File: config.mk
export PLATFORM = sky130hd
export DESIGN_NAME = snake_body_controller
export DESIGN_NICKNAME = d
export VERILOG_FILES = /design/src/rtl/snake_pkg.sv /design/src/rtl/snake_segment_match.sv /design/src/rtl/snake_body_controller.sv
export SDC_FILE = /design/constraint.sdc
export NUM_CORES = 2
export LEC_CHECK = 0
export CELL_PAD_IN_SITES_DETAIL_PLACEMENT = 0
export CELL_PAD_IN_SITES_GLOBAL_PLACEMENT = 1
export CORE_MARGIN = 5
export CORE_UTILIZATION = 51
export CTS_CLUSTER_SIZE = 8
export DETAILED_ROUTE_END_ITERATION = 16
export PLACE_DENSITY = 0.9
export SYNTH_ARGS = -nofsm -noshare
export SYNTH_HDL_FRONTEND = slang
export SYNTH_SLANG_ARGS = --single-unit
File: constraint.sdc
create_clock -name i_clk -period 7.65 [get_ports i_clk]
set_clock_uncertainty 0.15 [all_clocks]
set_input_delay 0.765 -clock i_clk [delete_from_list [all_inputs] [get_ports i_clk]]
set_output_delay 0.765 -clock i_clk [all_outputs]
set_load 0.005 [all_outputs]
File: src/rtl/snake_pkg.sv
// ---------------------------------------------------------------------------
// snake_pkg
// Purpose : Shared grid geometry and direction encoding for the snake body
//           controller and its helpers.
// Contents: GRID_W/GRID_H grid size, X_W/Y_W coordinate widths, LEN_W length
//           counter width, DIR_* direction codes driven by the navigation FSM.
// ---------------------------------------------------------------------------
package snake_pkg;

  localparam int GRID_W = 160;
  localparam int GRID_H = 120;
  localparam int X_W    = 8;
  localparam int Y_W    = 7;
  localparam int LEN_W  = 6;

  localparam logic [1:0] DIR_UP    = 2'd0;
  localparam logic [1:0] DIR_LEFT  = 2'd1;
  localparam logic [1:0] DIR_RIGHT = 2'd2;
  localparam logic [1:0] DIR_DOWN  = 2'd3;

endpackage

File: src/rtl/snake_segment_match.sv
// ---------------------------------------------------------------------------
// snake_segment_match
// Purpose : Parallel comparator of one probe cell against every stored
//           segment, counting only segments whose index lies in
//           [i_firstIdx, i_endIdx).
// Ports   : i_segX/i_segY   all segment coordinates (index 0 = head)
//           i_probeX/Y      cell under test
//           i_firstIdx      lowest segment index allowed to match
//           i_endIdx        one past the highest index allowed to match
//           o_hit           combinational: some allowed segment equals probe
// ---------------------------------------------------------------------------
module snake_segment_match
  import snake_pkg::*;
#(
  parameter int MAX_LEN = 32
) (
  input  logic [MAX_LEN-1:0][X_W-1:0] i_segX,
  input  logic [MAX_LEN-1:0][Y_W-1:0] i_segY,
  input  logic [X_W-1:0]              i_probeX,
  input  logic [Y_W-1:0]              i_probeY,
  input  logic [LEN_W-1:0]            i_firstIdx,
  input  logic [LEN_W-1:0]            i_endIdx,
  output logic                        o_hit
);

  // Index window turns the full-depth compare into a length-aware one, so
  // stale cells beyond the active length can never report a hit.
  always_comb begin
    o_hit = 1'b0;
    for (int i = 0; i < MAX_LEN; i++) begin
      if ((i >= int'(i_firstIdx)) && (i < int'(i_endIdx)) &&
          (i_segX[i] == i_probeX) && (i_segY[i] == i_probeY)) begin
        o_hit = 1'b1;
      end
    end
  end

endmodule

File: src/rtl/snake_body_controller.sv
// ---------------------------------------------------------------------------
// snake_body_controller
// Purpose : Advances the snake head one cell per enabled move tick in the
//           commanded direction (with toroidal wrap), shifts the body chain,
//           grows on target hit, flags self-collision and answers a
//           registered "is this cell snake?" query for the pixel path.
// Ports   : i_clk, i_reset (sync, active high)
//           i_navState      direction 0=UP 1=LEFT 2=RIGHT 3=DOWN
//           i_moveTick      one-cycle advance request
//           i_enable        0 pauses movement
//           i_targetX/Y     target cell
//           i_queryX/Y      cell probed by the pixel path
//           o_headX/Y       segment 0
//           o_length        active segment count
//           o_targetReached one-cycle pulse after a move onto the target
//           o_selfHit       one-cycle pulse after a move onto the body
//           o_queryHit      query result, one cycle after the probe
// ---------------------------------------------------------------------------
module snake_body_controller
  import snake_pkg::*;
#(
  parameter int MAX_LEN  = 32,
  parameter int INIT_LEN = 4,
  parameter int START_X  = 80,
  parameter int START_Y  = 60
) (
  input  logic             i_clk,
  input  logic             i_reset,
  input  logic [1:0]       i_navState,
  input  logic             i_moveTick,
  input  logic             i_enable,
  input  logic [X_W-1:0]   i_targetX,
  input  logic [Y_W-1:0]   i_targetY,
  input  logic [X_W-1:0]   i_queryX,
  input  logic [Y_W-1:0]   i_queryY,
  output logic [X_W-1:0]   o_headX,
  output logic [Y_W-1:0]   o_headY,
  output logic [LEN_W-1:0] o_length,
  output logic             o_targetReached,
  output logic             o_selfHit,
  output logic             o_queryHit
);

  logic [MAX_LEN-1:0][X_W-1:0] r_segX;
  logic [MAX_LEN-1:0][Y_W-1:0] r_segY;
  logic [LEN_W-1:0]            r_length;
  logic                        r_targetReached;
  logic                        r_selfHit;
  logic                        r_queryHit;

  logic [X_W-1:0]   w_nextX;
  logic [Y_W-1:0]   w_nextY;
  logic             w_move;
  logic             w_grow;
  logic [LEN_W-1:0] w_collideEnd;
  logic             w_selfHit;
  logic             w_queryHit;

  // Candidate head position; each axis wraps to the opposite edge.
  always_comb begin
    w_nextX = r_segX[0];
    w_nextY = r_segY[0];
    case (i_navState)
      DIR_UP:    w_nextY = (r_segY[0] == '0) ? Y_W'(GRID_H - 1) : r_segY[0] - Y_W'(1);
      DIR_DOWN:  w_nextY = (r_segY[0] == Y_W'(GRID_H - 1)) ? '0 : r_segY[0] + Y_W'(1);
      DIR_LEFT:  w_nextX = (r_segX[0] == '0) ? X_W'(GRID_W - 1) : r_segX[0] - X_W'(1);
      default:   w_nextX = (r_segX[0] == X_W'(GRID_W - 1)) ? '0 : r_segX[0] + X_W'(1);
    endcase
  end

  assign w_move = i_moveTick & i_enable;
  assign w_grow = (w_nextX == i_targetX) && (w_nextY == i_targetY);

  // The tail cell is vacated by a plain move, so it only counts as body
  // when the snake grows and the tail stays put.
  assign w_collideEnd = w_grow ? r_length : r_length - LEN_W'(1);

  snake_segment_match #(.MAX_LEN(MAX_LEN)) uCollideMatch (
    .i_segX     (r_segX),
    .i_segY     (r_segY),
    .i_probeX   (w_nextX),
    .i_probeY   (w_nextY),
    .i_firstIdx (LEN_W'(1)),
    .i_endIdx   (w_collideEnd),
    .o_hit      (w_selfHit)
  );

  snake_segment_match #(.MAX_LEN(MAX_LEN)) uQueryMatch (
    .i_segX     (r_segX),
    .i_segY     (r_segY),
    .i_probeX   (i_queryX),
    .i_probeY   (i_queryY),
    .i_firstIdx ('0),
    .i_endIdx   (r_length),
    .o_hit      (w_queryHit)
  );

  // Segment chain, length counter and result pulses. Reset lays the body out
  // vertically below the head so the default UP heading is collision free.
  always_ff @(posedge i_clk) begin
    if (i_reset) begin
      for (int i = 0; i < MAX_LEN; i++) begin
        r_segX[i] <= X_W'(START_X);
        r_segY[i] <= Y_W'((START_Y + i) % GRID_H);
      end
      r_length        <= LEN_W'(INIT_LEN);
      r_targetReached <= 1'b0;
      r_selfHit       <= 1'b0;
      r_queryHit      <= 1'b0;
    end else begin
      r_queryHit      <= w_queryHit;
      r_targetReached <= w_move & w_grow;
      r_selfHit       <= w_move & w_selfHit;
      if (w_move) begin
        r_segX <= {r_segX[MAX_LEN-2:0], w_nextX};
        r_segY <= {r_segY[MAX_LEN-2:0], w_nextY};
        if (w_grow && (r_length < LEN_W'(MAX_LEN))) begin
          r_length <= r_length + LEN_W'(1);
        end
      end
    end
  end

  assign o_headX         = r_segX[0];
  assign o_headY         = r_segY[0];
  assign o_length        = r_length;
  assign o_targetReached = r_targetReached;
  assign o_selfHit       = r_selfHit;
  assign o_queryHit      = r_queryHit;

endmodule
==> out/metrics.csv <==
stage,metric,value,unit
cts,clock sinks,489,
placed_design,Cells after DPL,4574,
cts,worst skew pair latency,0.61,ns
drt,DRC,0,
yosys,"EDFF count, synth",0,
timing,"Hold Vio Cnt, Final",0,
drt,WL/cell,26.8,um
min_path,Worst Hold Class,flip-flop to flip-flop,
floorplan,Die X,255,um
timing,Setup Total Neg Slack,0,ns
drt,Initial DRT Pass Iterations,8,
power_and_ir_drop,PD cells,209,nW/um^2
yosys,Yosys cell types,85,
yosys,Async SR Flop Fraction,0,%
setup_path,WS Path Type,primary input to flip-flop,
layout,final instance area,33500,um^2
layout,Area Overhead vs Synth,9.05,%
yosys,Synth Net Count,4032,
yosys,Yosys top cell area share,31.9,%
floorplan,core area,60000,um^2
cts,"Clk pin slew, worst setup/hold paths",0.05,ns
placed_design,Port Buf Inserts,59,
power_and_ir_drop,leak pwr,0.0117,uW
cts,post-cts resize count,0,
run_status,outcome,finished clean,
floorplan,Ports,60,
yosys,Synth Area in XOR/XNOR,26.1,%
yosys,main combinational cell family by area after synthesis,XOR/XNOR gates,
setup_path,"critical path fanouts, max",26,
yosys,Synth Cell Area,30700,um^2
global_route,Congestion Overflow GR,0,
layout,Post-Layout Cell Count,4658,
timing,Slew HR,14.1,%
floorplan,Rows,90,
min_path,Worst Hold Path Cells,2,
yosys,simple-gate share of the synthesized area,25.4,%
global_route,GRT Resource Usage Total,36.3,%
timing,RSZ-0062 raised after global routing,false,
cts,setup bufs post-CTS,0,
yosys,post-synthesis cell count,3985,
timing,setup violators final,0,
drt,1st-iter DRT viols,4452,
setup_path,Crit path arrival time,6.17,ns
floorplan,full die area,65200,um^2
flow_run,Max-cap violations,0,
global_route,largest net degree at the start of global routing,232,
timing,Max Slew Vio Count,0,
setup_path,Worst Reg2Reg Path Length in Cells,15,
cts,total CTS buffers,71,
floorplan,initial core utilization,51.2,%
yosys,cell taking the most area after synthesis,dfxtp_1,
drt,Via Count,29677,
yosys,sequential fraction of the synthesis area,31.9,%
timing,Worst-Margin Slew,1.29,ns
setup_path,Critical Path End Type,flip-flop,
cts,CTS Hold Buffers Added,0,
drt,final wirelength,125,mm
placed_design,dpl cell area,31600,um^2
placed_design,DP HPWL,80.2,mm
yosys,Synth Area in Compound Gates,11.5,%
timing,fmax,0.172,GHz
cts,Clock Tree Buf Depth,3,
placed_design,GP Congestion,0.980,
yosys,Avg Inst Size Synth,7.71,um^2
cts,CTS tree,built,
timing,Final Cycle Share,76.2,%
yosys,Post-Synth Adder-Cell Area,0.448,%
yosys,most common cell in the netlist,nand2_1,
yosys,top post-synthesis cells by area,"dfxtp_1 32%, xnor2_1 16%, nand2_1 12%",
global_route,vias in the first global route,27435,
setup_path,startpoint types,primary input,
yosys,"FF+latch count, synth",489,
yosys,ys flop type,dfxtp_1,
yosys,Ys Warns,0,
cts,htree depth,3,
cts,root buf cell,clkbuf_16,
global_route,antenna violations before repair,3,
yosys,multiplexer share of the synthesized area,0.236,%
floorplan,die height,255,um
yosys,most common library cells after synthesis,"990 x nand2_1, 554 x xnor2_1, 489 x dfxtp_1",
layout,layout net count,3912,
power_and_ir_drop,worst vdd ir,0.000124,V
drt,Routed Antenna Nets,0,
layout,share of layout cells above drive strength 1,5.17,%
global_route,global-route wire length before repair,183,mm
drt,Vias per Instance,6.37,
setup_path,WP data required,7.99,ns
timing,Final min period,5.83,ns
## worst max-delay path, stage by stage
cell and delay [ns]:
clkdlybuf4s50_1 0.52, inv_1 0.08, ha_1 0.89, inv_1 0.50, a221oi_1 0.48, a22oi_1 0.18, xnor2_1 0.17, o21ai_0 0.14
nor4_4 0.44, nand2_1 0.50, a222oi_1 0.44, o22ai_1 0.18, a2111oi_2 0.40, nand4b_1 0.14, o31a_1 0.32
## cell families after synthesis
group	count (synthesis)
simple gates	1642
buf+inv	343
fa+ha+maj	11
mux	7
compound gates	579
xor+xnor	914
flops	489
## power by group
part	leakage (uW)	switching [uW]	internal (uW)
clock network	0.000930	1170	1700
registers	0.00398	156	2630
logic	0.00678	856	498
total	0.0117	2180	4820
## layout by cell type, fill, tap and decap left out, types with 48 or more instances in the layout
master,count
a21oi_1,361
buf_4,65
clkbuf_16,74
dfxtp_1,489
nand2_1,988
nand3b_1,169
nand4_1,130
nor2_1,65
nor3_1,48
nor4_1,113
xnor2_1,554
xor2_1,360
## stage by stage
stage	total power [uW]	setup WS, ns	util (%)	hold WS, ns
after detailed placement	4140	1.34	52.6	0.346
final	7000	1.82	55.8	0.354
after CTS	6980	1.97	55.8	0.351
after global routing	7210	1.40	55.8	0.367
after global placement	4120	1.41	52.6	0.337
after floorplan	3700	3.03	-	0.320
## layer usage
| layer | share of wire (%) | wire length, um | global-route usage [%] | up-vias |
|---|---|---|---|---|
| li1 | - | - | - | 13123 |
| met1 | 40 | 49600 | 48.8 | 14293 |
| met2 | 42 | 52400 | 53.1 | 1802 |
| met3 | 11 | 14100 | 8.65 | 455 |
| met4 | 6.8 | 8510 | 21.7 | 4 |
| met5 | 0.022 | 27 | 0 | - |
## registers in the layout (all words and copies together) (netlist names)
signal and count:
o_headY 7, o_length 6, o_selfHit 1, r_segX 248, o_queryHit 1, o_headX 8
o_targetReached 1, r_segY 217
## final timing paths
kind / start / endpoint / slack, ns
max reg2reg: o_headX[0] / o_selfHit / 2.25
max: i_navState[1] / o_selfHit / 1.82
min reg2reg: r_segX[107] / r_segX[115] / 0.35
min: r_segX[107] / r_segX[115] / 0.35
## area by class of cell
type	instances	area, um^2
clock buffer	76	1860
tap	782	978
clock inverter	4	41.3
sequential	489	9790
antenna	4	10.0
multi-input combinational	3153	19600
fill	5675	26500
inverter	20	75.1
timing repair buffer	130	1130
Power figures use the tool's default switching activity.
